### src/rtl/sign_extend.sv
// -----------------------------------------------------------------------------
// sign_extend
//
// Purpose:
//   Decodes the opcode of a 16-bit instruction word, selects the immediate
//   field it carries (4, 8 or 12 bits, or none), sign-extends that field to
//   16 bits by replicating its MSB, and registers the result together with a
//   format code. The block has a fixed latency of one cycle. It has no stall
//   and no enable.
//
// Ports:
//   clk                    in   1   single clock, rising-edge active
//   rst                    in   1   synchronous, active-high reset
//   instruction            in  16   instruction word, opcode = [15:12]
//   signExtendedImmediate  out 16   registered sign-extended immediate
//   immFormat              out  2   registered format: 0 none, 1 imm4,
//                                   2 imm8, 3 imm12
// -----------------------------------------------------------------------------
module sign_extend (
    input  logic        clk,
    input  logic        rst,
    input  logic [15:0] instruction,
    output logic [15:0] signExtendedImmediate,
    output logic [1:0]  immFormat
);

    localparam logic [1:0] FMT_NONE  = 2'd0;
    localparam logic [1:0] FMT_IMM4  = 2'd1;
    localparam logic [1:0] FMT_IMM8  = 2'd2;
    localparam logic [1:0] FMT_IMM12 = 2'd3;

    logic [3:0]  opcode;
    logic [1:0]  fmt_next;
    logic [15:0] imm_next;

    assign opcode = instruction[15:12];

    // The format depends only on the opcode. The operand bits never steer
    // the selection.
    always_comb begin
        fmt_next = FMT_NONE;
        unique case (opcode)
            4'h4, 4'h5:                         fmt_next = FMT_IMM4;
            4'h6, 4'h7, 4'h8, 4'h9, 4'hA, 4'hB: fmt_next = FMT_IMM8;
            4'hC, 4'hD:                         fmt_next = FMT_IMM12;
            default:                            fmt_next = FMT_NONE;
        endcase
    end

    // The extension copies the field MSB into the upper bits. No arithmetic
    // is involved. Bits outside the selected field are dropped.
    always_comb begin
        imm_next = 16'h0000;
        unique case (fmt_next)
            FMT_IMM4:  imm_next = {{12{instruction[3]}},  instruction[3:0]};
            FMT_IMM8:  imm_next = {{8{instruction[7]}},   instruction[7:0]};
            FMT_IMM12: imm_next = {{4{instruction[11]}},  instruction[11:0]};
            default:   imm_next = 16'h0000;
        endcase
    end

    // The outputs come straight from flops, so they stay glitch-free. Reset
    // wins over the sampled word, which keeps X/Z on instruction away from
    // the outputs while rst is high.
    always_ff @(posedge clk) begin
        if (rst) begin
            signExtendedImmediate <= 16'h0000;
            immFormat             <= FMT_NONE;
        end else begin
            signExtendedImmediate <= imm_next;
            immFormat             <= fmt_next;
        end
    end

endmodule

### config.mk
export PLATFORM = sky130hd
export DESIGN_NAME = sign_extend
export DESIGN_NICKNAME = d
export VERILOG_FILES = /design/src/rtl/sign_extend.sv
export SDC_FILE = /design/constraint.sdc
export NUM_CORES = 1
export LEC_CHECK = 0
export BUFFER_PORTS_ARGS = -buffer_cell sky130_fd_sc_hd__buf_4
export CAP_MARGIN = 30
export CORE_MARGIN = 2
export CORE_UTILIZATION = 41
export CTS_BUF_LIST = sky130_fd_sc_hd__clkbuf_4
export DETAILED_ROUTE_END_ITERATION = 7
export GPL_ROUTABILITY_DRIVEN = 0
export PLACE_DENSITY = 0.79
export SLEW_MARGIN = 15
export SYNTH_ARGS = -nofsm -noshare
export SYNTH_HDL_FRONTEND = slang
export SYNTH_SLANG_ARGS = --single-unit
export TNS_END_PERCENT = 5
### constraint.sdc
create_clock -name clk -period 1.1 [get_ports clk]
set_input_delay 0.165 -clock clk [delete_from_list [all_inputs] [get_ports clk]]
set_output_delay 0.165 -clock clk [all_outputs]
set_load 0.02 [all_outputs]
==> results of run 1 <==
-- per-stage QoR --
stage	power (mW)	TNS [ns]	instance area, um^2	hold slack [ns]
2_1_floorplan	0.672	0	539	0.234
3_3_place_gp	0.772	-0.149	787	0.358
3_5_place_dp	0.781	-0.403	787	0.368
4_1_cts	1.05	0	813	0.0916
5_1_grt	1.11	0	813	0.0775
6_report	1.05	0	813	0.0903
-- cell usage after synthesis --
cell type	n
and2_1	4
nand3_1	2
and3b_2	2
buf_6	1
nor4b_1	1
nand2_1	5
a21oi_1	5
mux2_4	1
inv_1	1
a21o_1	3
nor2_1	3
mux2_2	1
dfxtp_1	14
nor2b_1	1
nand2b_1	1
or3_4	1
buf_4	4
nor3_1	1
and3_4	1
a31oi_1	1
-- flip-flops by register name, indices dropped and copies added (netlist names) --
register / flops
immFormat: 2
signExtendedImmediate: 12
-- power by group --
part / internal (mW) / total, mW / switching, mW
registers: 0.535 / 0.544 / 0.00893
clock network: 0.131 / 0.280 / 0.149
logic: 0.115 / 0.224 / 0.109
-- layout by cell type, fill, tap and decap left out --
| cell type | count |
|---|---|
| a21o_1 | 3 |
| a21oi_1 | 5 |
| a31oi_1 | 1 |
| and2_1 | 4 |
| and3_4 | 1 |
| and3b_2 | 2 |
| buf_4 | 36 |
| clkbuf_4 | 3 |
| clkinv_1 | 1 |
| dfxtp_1 | 14 |
| inv_1 | 1 |
| mux2_2 | 1 |
| mux2_4 | 1 |
| nand2_1 | 5 |
| nand2b_1 | 1 |
| nand3_1 | 2 |
| nor2_1 | 3 |
| nor2b_1 | 1 |
| nor3_1 | 1 |
| nor4b_1 | 1 |
| or3_4 | 1 |
-- metal layers --
layer	wire length (um)	track usage [%]	vias up
li1	-	-	245
met1	470	18.6	226
met2	646	31.0	22
met3	91	3.33	0
met4	0	7.50	0
met5	0	0	-
-- worst min path at each step --
stage	endpoint	slack, ns	cells past startpoint
6_report	signExtendedImmediate[5]	0.09	2
5_1_grt	signExtendedImmediate[1]	0.08	2
4_1_cts	signExtendedImmediate[5]	0.09	2
3_5_place_dp	signExtendedImmediate[5]	0.37	2
3_3_place_gp	signExtendedImmediate[5]	0.36	2
2_1_floorplan	signExtendedImmediate[7]	0.23	1
-- kinds of logic (layout without fill, tap and decap cells) --
group,after synthesis,in the layout,share of synthesized area (%)
mux,2,2,4.87
simple gates,22,22,24.8
compound gates,9,9,9.98
flops,14,14,52.0
buf+inv,6,41,8.35
-- layout make-up --
cell class	count	area, um^2	share of cell area, %
timing repair buffer	36	270	33.2
clock inverter	1	3.75	0.462
inverter	1	3.75	0.462
tap	15	18.8	2.31
sequential	14	280	34.5
multi-input combinational	33	214	26.3
clock buffer	3	22.5	2.77
==> impl_metrics.toml, run 1 <==
[run_status]
status = "completed"

[power]
ir_drop_v = 0.000592
power.leakage_nw = 0.420
power_density_mw_per_mm2 = 1290

[sta]
finalCritPeriodShare_pct = 89.8
period_minus_slack_ns = 0.987
post-route-worst-setup-slack_ns = 0.113
finalHoldViolations = 0
clock.fmax_mhz = 1010
rsz0062_at_grt = "no"
tightest_slew_ns = 0.372
setup_viol = 0
relSlewSlack_pct = 75.1
drv_slew = 0

[global_route]
grt_pass1_wl_um = 1790
grtUsageTotal_pct = 17.0
grt_antenna_before_repair = 0
grt_overflow = 0
grt_start_max_net_pins = 10
grt_pass1_vias = 408

[die]
initial_core_util_pct = 42.5
die_w_um = 40.3
design.portCount = 36
rows = 13
die_area_mm2 = 0.00162
core_mm2 = 0.00127
die_y_um = 40.3

[placement]
placed_cells = 99
place_ws_ns = -0.111
dp_hpwl_um = 1000
io_buffers = 34

[detailed_routing]
via_per_inst = 4.79
wirelength_um = 1210
drtPass1Iterations = 4
drc = 0
wl_per_cell_um = 11.7
dr_total_vias = 493
drt-initial-drc-count = 9
ant_nets = 0

[finish]
finish.utilization_pct = 64.1
nets = 107
drive_above_1_share_pct = 51.1
antenna_cells = 0
area_growth_pct = 50.8
n_fill_cell = 116
final_cells = 103

[setup_path]
critPathArrivalTime_ns = 0.82
cp_top_family = "flip-flops"
crit_type = "reg -> out"
crit_path_start_kind = "flop"
cp-endpoint = "signExtendedImmediate[11]"
critPathSlowestCell = "dfxtp_1"
slowest_delay_ns = 0.39
cp_max_fo = 5
cp.depth = 1
critPathLaunch = "signExtendedImmediate[14]"
cp_cell_sequence = "buf_4"
path_buf_inv = 1
endpoint_kind = "output port"
cp.required_ns = 0.94

[clocking]
cts_tree = "built"
cts_root_buf = "clkbuf_4"
clk_pin_slew_ns = 0.08
cts.sinks = 14
numCtsBuffers = 3
htree_num_levels = 1
cts-resized-gates = 0
postCtsHoldBufs = 0
post-cts-setup-buffer-count = 0
cts.path.max_buffers = 2

[hold_path]
holdCritStartpoint = "instruction[5]"
holdCritPathClass = "in -> reg"

[synth]
yosysSeqAreaShare_pct = 52.0
syn_area_per_cell_um2 = 10.2
synth_area_um2 = 539
synth-seq-cells = 14
ys.warnings.count = 0
netlist.area_leader.share_pct = 52.0
ys_types = 20
syn-instance-count = 53
synth_area_leader_cell = "dfxtp_1"
synth_nets = 71
synth_area_leaders = "dfxtp_1, buf_4, a21oi_1"

[job]
cap_viol_max_count = 0
Note: power is estimated with default switching activity, not from simulation.
==> inputs of run 2 (changes only) <==
--- a/config.mk
+++ b/config.mk
@@ -13,6 +13,8 @@
 export DETAILED_ROUTE_END_ITERATION = 7
 export GPL_ROUTABILITY_DRIVEN = 0
 export PLACE_DENSITY = 0.79
+export REMOVE_ABC_BUFFERS = 1
+export SETUP_SLACK_MARGIN = 0.05
 export SLEW_MARGIN = 15
 export SYNTH_ARGS = -nofsm -noshare
 export SYNTH_HDL_FRONTEND = slang
==> run 2 against run 1 <==
Global-route usage decreased by 2.6 points. Power about the same. First-iteration DRC count increased by 11%. Critical path depth is the same. Cell count did not move. Sequential cell count stayed put. Utilization is 0.099 points higher. Largest cell class unchanged.
==> impl_metrics.toml, run 2 (same netlist as run 1, synthesis figures left out) <==
[detailed_routing]
ant_nets = 0
drt-initial-drc-count = 10
wl_per_cell_um = 11.0
dr_total_vias = 476
drtPass1Iterations = 4
wirelength_um = 1130
via_per_inst = 4.62
drc = 0

[die]
die_y_um = 40.3
core_mm2 = 0.00127
rows = 13
initial_core_util_pct = 42.5
die_w_um = 40.3
die_area_mm2 = 0.00162
design.portCount = 36

[hold_path]
holdPathEnd = "signExtendedImmediate[6]"
holdPathStages = 2
holdCritPathClass = "in -> reg"
holdCritStartpoint = "instruction[6]"

[sta]
clock.fmax_mhz = 1070
finalCritPeriodShare_pct = 84.9
drv_slew = 0
rsz0062_at_grt = "no"
tightest_slew_ns = 0.363
setup_viol = 0
setup_tns_ns = 0
finalHoldViolations = 0
relSlewSlack_pct = 75.6
period_minus_slack_ns = 0.934

[power]
p_comb_share_pct = 21.2
power_density_mw_per_mm2 = 1290
clockPowerShare_pct = 26.9
p_sw_uw = 265
p_sw_share_pct = 25.3
power.leakage_nw = 0.420
ir_drop_v = 0.000713
cell_internal_pwr_uw = 783
power_frac_seq_pct = 52.0

[finish]
nets = 107
area_growth_pct = 51.0
final_common_cell = "buf_4"
reg_top3 = "signExtendedImmediate x12, immFormat x2"
finish.utilization_pct = 64.2
largest_reg_flops = 12
drive_above_1_share_pct = 52.3
top_register = "signExtendedImmediate"
final_cell_mix = "buf_4, dfxtp_1, nand2_1, a21oi_1, and2_1"
final_cells = 103
antenna_cells = 0

[setup_path]
cp_top_family = "flip-flops"
path_buf_inv = 1
cp.required_ns = 0.94
crit_path_start_kind = "flop"
critPathArrivalTime_ns = 0.77
slowest_delay_ns = 0.36
crit_type = "reg -> out"
critPathLaunch = "signExtendedImmediate[14]"
cp_cell_sequence = "buf_4"
cp_max_fo = 5
cp.depth = 1
critPathSlowestCell = "dfxtp_2"
endpoint_kind = "output port"

[clocking]
postCtsHoldBufs = 0
cts.path.max_buffers = 2
cts_tree = "built"
cts.sinks = 14
post-cts-setup-buffer-count = 0
htree_num_levels = 1
cts_root_buf = "clkbuf_4"
numCtsBuffers = 3
clk_pin_slew_ns = 0.08

[global_route]
top_usage_layer = "met2"
met2_usage_pct = 24.2
grt_pass1_wl_um = 1460
grtUsageMet3_pct = 3.33
grt_pass1_vias = 356
grt_antenna_before_repair = 0
grt_overflow = 0
grtUsageTotal_pct = 14.4
grt_util_met1_pct = 14.9
grt_start_max_net_pins = 10

[placement]
io_buffers = 34
placed_cells = 99

[run_status]
status = "completed"

[job]
cap_viol_max_count = 0
## run 2: cell count changes in the layout (fill, tap and decap cells not counted)
cell / change
dfxtp_2: +1
dfxtp_1: -1
## run 2: what timing repair did
action / CTS / global route
setup endpoints to repair: 0 / 2
resized for setup: 0 / 1
endpoints found under the hold margin: 0 / 0
## run 2: cell type report
type,count,area [um^2]
clock inverters,1,3.75
repair buffers,36,270
multi-input cells,33,214
fillers,121,454
clock buffers,3,22.5
inverters,1,3.75
flip-flops and latches,14,282
well taps,15,18.8
## run 2: layer usage
metal | vias to the layer above | part of all wire [%]
met5 | - | 0
met1 | 209 | 37
met4 | 0 | 1.7
li1 | 244 | -
met3 | 2 | 8.2
met2 | 21 | 53
## run 2: power groups by stage
stage               logic, mW  clock network (mW)  registers, mW
detailed placement      0.222                   0          0.556
global route            0.238               0.305          0.547
finish                  0.222               0.282          0.544
global placement        0.217                   0          0.555
CTS                     0.223               0.290          0.544
floorplan              0.0534                   0          0.602
## run 2: stage by stage
step           area [um^2]  power [mW]  worst slack (ns)  hold WS (ns)
2_1_floorplan          498       0.655            0.0260         0.234
3_3_place_gp           787       0.772          -0.00167         0.360
3_5_place_dp           787       0.778           -0.0284         0.361
4_1_cts                813        1.06             0.102        0.0765
5_1_grt                815        1.09             0.116        0.0715
6_report               815        1.05             0.166        0.0844
## run 2: worst max-delay path by stage
| stage | to |
|---|---|
| after CTS | signExtendedImmediate[11] |
| after global placement | signExtendedImmediate[14] |
| after global routing | signExtendedImmediate[11] |
| final | signExtendedImmediate[11] |
| after floorplan | signExtendedImmediate[11] |
| after detailed placement | signExtendedImmediate[10] |
